$ cat config.mk
export PLATFORM = sky130hd
export DESIGN_NAME = pipe_bpred
export DESIGN_NICKNAME = d
export VERILOG_FILES = /design/src/rtl/pipe_bpred.sv
export SDC_FILE = /design/constraint.sdc
export NUM_CORES = 1
export LEC_CHECK = 0
export CORE_UTILIZATION = 57
export CTS_BUF_LIST = sky130_fd_sc_hd__clkbuf_4
export DETAILED_ROUTE_END_ITERATION = 10
export GPL_ROUTABILITY_DRIVEN = 0
export GPL_TIMING_DRIVEN = 1
export PLACE_DENSITY = 0.82
export SYNTH_ARGS = -nofsm -noshare
export SYNTH_HDL_FRONTEND = slang
export SYNTH_SLANG_ARGS = --single-unit
$ cat constraint.sdc
create_clock -name clock -period 5.2 [get_ports clock]
set_input_delay 0.52 -clock clock [delete_from_list [all_inputs] [get_ports clock]]
set_output_delay 0.52 -clock clock [all_outputs]
set_load 0.03 [all_outputs]
$ cat src/rtl/pipe_bpred.sv
// rtl/pipe_bpred.sv - direct-mapped 2-bit saturating-counter branch predictor
module pipe_bpred #(
  parameter int         ADDR_W   = 32,
  parameter int         IDX_W    = 6,
  parameter logic [1:0] CNT_INIT = 2'b01,
  parameter int         STAT_W   = 16
) (
  input  logic              clock,
  input  logic              reset,
  output logic              ready,
  input  logic              lk_valid,
  input  logic              lk_stall,
  input  logic [ADDR_W-1:0] lk_pc,
  output logic              pred_taken,
  input  logic              rs_valid,
  input  logic [ADDR_W-1:0] rs_pc,
  input  logic              rs_taken,
  input  logic              rs_pred,
  output logic              mispredict,
  output logic [STAT_W-1:0] n_branch,
  output logic [STAT_W-1:0] n_miss
);

  localparam int DEPTH = 1 << IDX_W;

  typedef enum logic {ST_INIT, ST_RUN} state_t;

  state_t            state_q;
  logic [IDX_W-1:0]  init_ptr_q;
  logic [1:0]        cnt_q [DEPTH];
  logic              ready_q;
  logic              pred_q;
  logic [STAT_W-1:0] n_branch_q, n_branch_d;
  logic [STAT_W-1:0] n_miss_q, n_miss_d;

  logic [IDX_W-1:0]  lk_idx, rs_idx;
  logic [1:0]        rs_cnt, rs_cnt_d, lk_cnt;
  logic              upd_en;
  logic              unused_pc_bits;

  assign lk_idx = lk_pc[IDX_W+1:2];
  assign rs_idx = rs_pc[IDX_W+1:2];
  assign unused_pc_bits = ^{lk_pc[ADDR_W-1:IDX_W+2], lk_pc[1:0],
                            rs_pc[ADDR_W-1:IDX_W+2], rs_pc[1:0]};

  assign upd_en     = (state_q == ST_RUN) && rs_valid;
  assign mispredict = ready_q & rs_valid & (rs_taken != rs_pred);

  // A lookup that hits the index being updated sees the post-update counter.
  always_comb begin
    rs_cnt   = cnt_q[rs_idx];
    rs_cnt_d = rs_cnt;
    if (rs_taken) begin
      if (rs_cnt != 2'b11) rs_cnt_d = rs_cnt + 2'b01;
    end else begin
      if (rs_cnt != 2'b00) rs_cnt_d = rs_cnt - 2'b01;
    end
    lk_cnt = cnt_q[lk_idx];
    if (rs_valid && (rs_idx == lk_idx)) lk_cnt = rs_cnt_d;
  end

  always_comb begin
    n_branch_d = n_branch_q;
    n_miss_d   = n_miss_q;
    if (upd_en && (n_branch_q != {STAT_W{1'b1}})) n_branch_d = n_branch_q + STAT_W'(1);
    if (mispredict && (n_miss_q != {STAT_W{1'b1}})) n_miss_d = n_miss_q + STAT_W'(1);
  end

  always_ff @(posedge clock) begin
    if (!reset) begin
      if (state_q == ST_INIT) cnt_q[init_ptr_q] <= CNT_INIT;
      else if (rs_valid) cnt_q[rs_idx] <= rs_cnt_d;
    end
  end

  always_ff @(posedge clock) begin
    if (reset) begin
      state_q    <= ST_INIT;
      init_ptr_q <= '0;
      ready_q    <= 1'b0;
      pred_q     <= 1'b0;
      n_branch_q <= '0;
      n_miss_q   <= '0;
    end else if (state_q == ST_INIT) begin
      init_ptr_q <= init_ptr_q + IDX_W'(1);
      if (init_ptr_q == {IDX_W{1'b1}}) begin
        state_q <= ST_RUN;
        ready_q <= 1'b1;
      end
    end else begin
      if (!lk_stall) pred_q <= lk_valid & lk_cnt[1];
      n_branch_q <= n_branch_d;
      n_miss_q   <= n_miss_d;
    end
  end

  assign ready      = ready_q;
  assign pred_taken = pred_q;
  assign n_branch   = n_branch_q;
  assign n_miss     = n_miss_q;

endmodule

[Word-level counts from Yosys, hierarchy flattened]
Memories as Yosys holds them, arrays and structs flattened.
Cells that the tools add are included.
Storage, ports and cells
  flip-flop bits (word level): 41
  bits in writable memories: 128
  bits of input ports: 71
  output and inout port bits: 35
  memories: 1
Memories
  cnt_q: depth 64, bits a word 2, rd ports 2, clocked after memory_dff 0, write ports 1, RTL line 30  | logic [1:0] cnt_q [DEPTH];
Operators by class
  add/subtract/negate cells: 5
  equal/unequal tests: 6
  mux-type cells: 16
  bitwise operators: 5
  reduce and logical (&&, ||, !) cells: 10
Operators by type and width (count)
  adder 16 x 1 -> 16 bit (second input constant): 2
  inequality test 16 bit (second input constant): 2
  two-way mux 1 bit: 10
  two-way mux 2 bit: 5
  AND reduction 2 bit: 4
  adder 6 x 1 -> 6 bit (second input constant): 1
  equality test 6 bit: 1
  equality test 6 bit (second input constant): 1
  two-way mux 6 bit: 1
  logical AND 1 bit: 4
  bitwise AND 1 bit: 3
  adder 2 x 1 -> 2 bit (second input constant): 1
  inequality test 2 bit (second input constant): 1
  inverter 1 bit: 2
  nonzero test 2 bit: 1
  OR reduction 2 bit: 1
  subtractor 2 x 1 -> 2 bit (second input constant): 1
  inequality test 1 bit: 1

[Longest topological paths before layout]
  depth in word-level cells: 6
  mapped depth: 10
  gate-level depth less buffers: 8

[Worst setup path before layout]
No wires, ideal clock.
  kind: input-to-reg
  from: input port rs_pc[3]
  to: memory cnt_q[0][1], data pin
  setup time: 0.500 ns
  arrival: 3.379 ns
  required time: 4.700 ns
  path slack: 1.321 ns
  stages on the path: 10
  buffers on the path: 3
  cell sequence: buf_4 -> buf_4 -> buf_6 -> mux2i_1 -> a31oi_1 -> o211ai_1 -> a31o_2 -> a32oi_1 -> nor2_1 -> nor2_1
On the way
  word-level cells in the longest chain between the ends: 5
  elaborated cells between the ends (all ways): 9
  those cells by class: add/sub: 2; eq/ne: 1; mux: 4; reduce/logical: 1; memory: 1
RTL lines
  start, declared: RTL line 16  | input logic [ADDR_W-1:0] rs_pc,
  memory (64 x 2 bit) *
  subtractor 2 x 1 -> 2 bit (tied with other cells): RTL line 56  | if (rs_cnt != 2'b00) rs_cnt_d = rs_cnt - 2'b01;
  two-way mux 2 bit, on equally long branches: RTL line 56, 54
  two-way mux 2 bit *: RTL line 53  | if (rs_taken) begin
  two-way mux 2 bit (no source line) *
  end, declared: RTL line 30
Mark *: on every way between the ends. The rest lies on a longest branch, timed or not.

[Worst setup path in the final report]
  from: input port rs_pc[2]
  to: memory cnt_q[14][1], data pin
The elaborated chain is that of the path after synthesis.

==> tab_implementation.tex <==
\begin{tabular}{lr}
\hline
Metric & Value \\
\hline
\multicolumn{2}{l}{\textbf{Yosys}} \\
Number of standard cells after synthesis & 603 \\
Synthesis warning total & 0 \\
Dominant cells by area after synthesis & sky130\_fd\_sc\_hd\_\_edfxtp\_1 48\%, sky130\_fd\_sc\_hd\_\_dfxtp\_1 10\%, sky130\_fd\_sc\_hd\_\_mux4\_1 7.2\%, sky130\_fd\_sc\_hd\_\_mux4\_2 7.0\%, sky130\_fd\_sc\_hd\_\_nor2\_1 5.1\% \\
Post-Synthesis Cell Area & 8065 um\^{}2 \\
Syn nets & 677 \\
Number of enable-type register cells in the synthesized netlist & 128 \\
Dominant synthesized flop cell & sky130\_fd\_sc\_hd\_\_edfxtp\_1 \\
Post-synth top area share & 47.66\% \\
Number of unique standard cell types used by synthesis & 58 \\
Async S/R FF share, synth & 0\% \\
Synthesis-stage register bit count & 169 \\
Average cell area after synthesis & 13.38 um\^{}2 \\
Cell taking the most area after synthesis & sky130\_fd\_sc\_hd\_\_edfxtp\_1 \\
Sequential area share after synthesis & 57.83\% \\
\multicolumn{2}{l}{\textbf{Detailed routing}} \\
First-pass detailed-route iteration total & 5 \\
Post-route ant nets & 0 \\
Vias/cell & 6.284 \\
Final wirelength & 17.40 mm \\
DRC violation count after routing & 0 \\
Detailed Route Iter0 Violations & 483 \\
Per-cell routed wire length & 20.57 um \\
Vias & 5,316 \\
\multicolumn{2}{l}{\textbf{Power}} \\
Gate power share & 6.1\% \\
Power Internal & 1.850 mW \\
Sw Ratio & 23.66\% \\
Pleak & 3.282 nW \\
Switching power & 0.5734 mW \\
Maximum vdd drop & 0.0002017 V \\
Sequential share of power & 59.4\% \\
Total power density per cell area & 268.8 nW/um\^{}2 \\
Clock group share of total power & 34.4\% \\
\multicolumn{2}{l}{\textbf{Clock tree}} \\
Clk sinks & 169 \\
Reg clk slew, reported paths & 0.13 ns \\
Root buffer cell & sky130\_fd\_sc\_hd\_\_clkbuf\_4 \\
Clock tree from TritonCTS & built \\
Count of hold buffers inserted by post-cts repair & 0 \\
Maximum count of clock buffers along a single path & 2 \\
Gates resized, CTS repair & 0 \\
Clock insertion delay at the later pin of the skew report & 0.59 ns \\
Cts bufs inserted & 17 \\
Number of levels the H-tree was split into & 4 \\
Buffer count from post-CTS setup fixing & 0 \\
\multicolumn{2}{l}{\textbf{Placement}} \\
Number of buffers inserted by port buffering & 53 \\
Placed standard-cell area & 8697 um\^{}2 \\
HPWL Detailed & 11.99 mm \\
\multicolumn{2}{l}{\textbf{Die}} \\
Initial Util & 58.33\% \\
Die Y-Extent & 121.0 um \\
Placeable core region & 13,830 um\^{}2 \\
Cell Rows & 43 \\
Die area & 14,630 um\^{}2 \\
Chip width & 121.0 um \\
I/O Pins & 106 \\
\multicolumn{2}{l}{\textbf{STA}} \\
Time the worst path needs with I/O delays and setup & 3.607 ns \\
Unrepaired setup endpoints after global routing & no \\
Summed negative setup slack over all endpoints & 0 ns \\
Total setup violations reported at the end of the flow & 0 \\
Skew final & 0.02188 ns \\
Fmax & 0.2773 GHz \\
Final-report max-slew violation count & 0 \\
Measured slew at the worst slew-check pin & 1.236 ns \\
Relative max-transition margin & 17.42\% \\
Hold Vio Cnt, Final & 0 \\
Share of the cycle needed by the critical path after routing & 69.36\% \\
\multicolumn{2}{l}{\textbf{Finish}} \\
Fill cell count & 987 \\
Highest-count cells in the layout ignoring fill and taps & 128 x sky130\_fd\_sc\_hd\_\_edfxtp\_1, 108 x sky130\_fd\_sc\_hd\_\_nor2\_1, 53 x sky130\_fd\_sc\_hd\_\_nand2\_1, 52 x sky130\_fd\_sc\_hd\_\_clkdlybuf4s50\_1, 41 x sky130\_fd\_sc\_hd\_\_dfxtp\_1 \\
Post-Route Utilization & 65.20\% \\
Inserted Diodes & 0 \\
Fraction of layout instances using a drive strength above 1 & 11.41\% \\
Leading cell type in the layout, fill and taps excluded & sky130\_fd\_sc\_hd\_\_edfxtp\_1 \\
Register area & 4664 um\^{}2 \\
Area growth, synth to finish & 11.77\% \\
Net count, final & 727 \\
Multi-input logic area & 3187 um\^{}2 \\
Non-Filler Cell Area, Final & 9015 um\^{}2 \\
\multicolumn{2}{l}{\textbf{Global routing}} \\
Total global-route track usage & 25.44\% \\
Overflow left after global routing & 0 \\
Maximum number of pins on one net before global-route repair & 65 \\
First-pass GRT wire length & 27.29 mm \\
Number of global-route vias before repair & 5,105 \\
Number of antenna violations at the first check in global routing & 0 \\
\multicolumn{2}{l}{\textbf{Critical path}} \\
Data arrival at the endpoint of the critical path & 3.81 ns \\
CP max stage delay & 0.96 ns \\
Cells traversed along the worst timing path & clkdlybuf4s50\_1 -> mux4\_1 -> mux2i\_1 -> a211oi\_1 -> a21oi\_2 -> a32oi\_1 -> nor2\_1 -> nor2\_4 \\
Critical Path Slowest Stage Cell & sky130\_fd\_sc\_hd\_\_clkdlybuf4s50\_1 \\
Critical path startpoint category & input port \\
CP Capture Type & register \\
Req. time, crit path & 5.40 ns \\
Type of the worst setup path & input port to register \\
Crit Path Max Fanout & 64 \\
\multicolumn{2}{l}{\textbf{Run status}} \\
Status & complete, no violations \\
\multicolumn{2}{l}{\textbf{Flow run}} \\
Number of maximum-capacitance constraint violations & 0 \\
\multicolumn{2}{l}{\textbf{Min path}} \\
Type of the most critical hold path & register to register \\
\hline
\end{tabular}
-- path summary, 6_finish.rpt --
check             slack (ns)          from  cells past startpoint      endpoint
hold / removal          0.52  n_branch[12]                      2  n_branch[12]
hold reg to reg         0.52  n_branch[12]                      2  n_branch[12]
setup / recovery        1.59      rs_pc[2]                      8  cnt_q[14][1]
setup reg to reg        2.01       state_q                      6  cnt_q[43][1]
-- cell families after synthesis --
family / after synthesis / synth area share (%)
xor+xnor: 40 / 4.344
buf+inv: 36 / 2.746
mux: 71 / 17.14
flops: 169 / 57.83
fa+ha+maj: 4 / 0.5896
compound gates: 44 / 3.956
simple gates: 239 / 13.39
-- registers in the layout, summed over array words and instances, names as in the netlist --
name        count
init_ptr_q      6
n_miss         16
pred_taken      1
ready           1
state_q         1
n_branch       16
cnt_q         128
-- per-layer routing --
layer,vias up,global-route usage (%),share of wire [%]
li1,2382,-,-
met1,2614,34.12,42
met2,276,39.50,47
met3,44,6.203,8.6
met4,0,11.42,2.8
met5,-,0,0
-- metrics by stage --
step / instances / power [mW] / hold slack, ns / setup WS [ns]
CTS: 846 / 2.437 / 0.5240 / 1.645
global route: 846 / 2.492 / 0.5750 / 1.372
global placement: 814 / 1.613 / 0.4774 / 1.123
detailed placement: 814 / 1.617 / 0.5038 / 1.025
finish: 846 / 2.423 / 0.5180 / 1.593
floorplan: 603 / 1.574 / 0.5216 / 1.321
-- worst max-delay path: cells and delay by family --
family / cells / cell delay, ns
muxes: 2 / 0.47
buffers and inverters: 1 / 0.96
and+or+nand+nor: 2 / 1.03
AOI/OAI and AO/OA: 3 / 0.78
-- cell usage after synthesis (9+ instances only) --
cell type and number:
sky130_fd_sc_hd__xor2_1 30, sky130_fd_sc_hd__mux4_1 22, sky130_fd_sc_hd__mux4_2 25, sky130_fd_sc_hd__nand4_1 13, sky130_fd_sc_hd__a21oi_1 9, sky130_fd_sc_hd__xnor2_1 10
sky130_fd_sc_hd__clkbuf_1 13, sky130_fd_sc_hd__nor2_1 109, sky130_fd_sc_hd__nand3_1 19, sky130_fd_sc_hd__edfxtp_1 128, sky130_fd_sc_hd__and3_1 13, sky130_fd_sc_hd__nand2_1 53
sky130_fd_sc_hd__dfxtp_1 41, sky130_fd_sc_hd__mux2i_1 23
-- cell type report --
| class | count | area share, % |
|---|---|---|
| clock inverter | 14 | 2.026 |
| multi-input combinational | 398 | 35.35 |
| timing repair buffer | 61 | 6.634 |
| sequential | 169 | 51.74 |
| inverter | 6 | 0.2498 |
| tap | 180 | 2.498 |
| clock buffer | 18 | 1.499 |
-- power groups by stage --
stage,logic [mW],registers [mW],clock network (mW)
floorplan,0.106,1.47,0
global placement,0.143,1.47,0
detailed placement,0.147,1.47,0
CTS,0.147,1.44,0.850
global route,0.158,1.44,0.893
finish,0.149,1.44,0.835
Note: power is estimated with default switching activity, not from simulation.
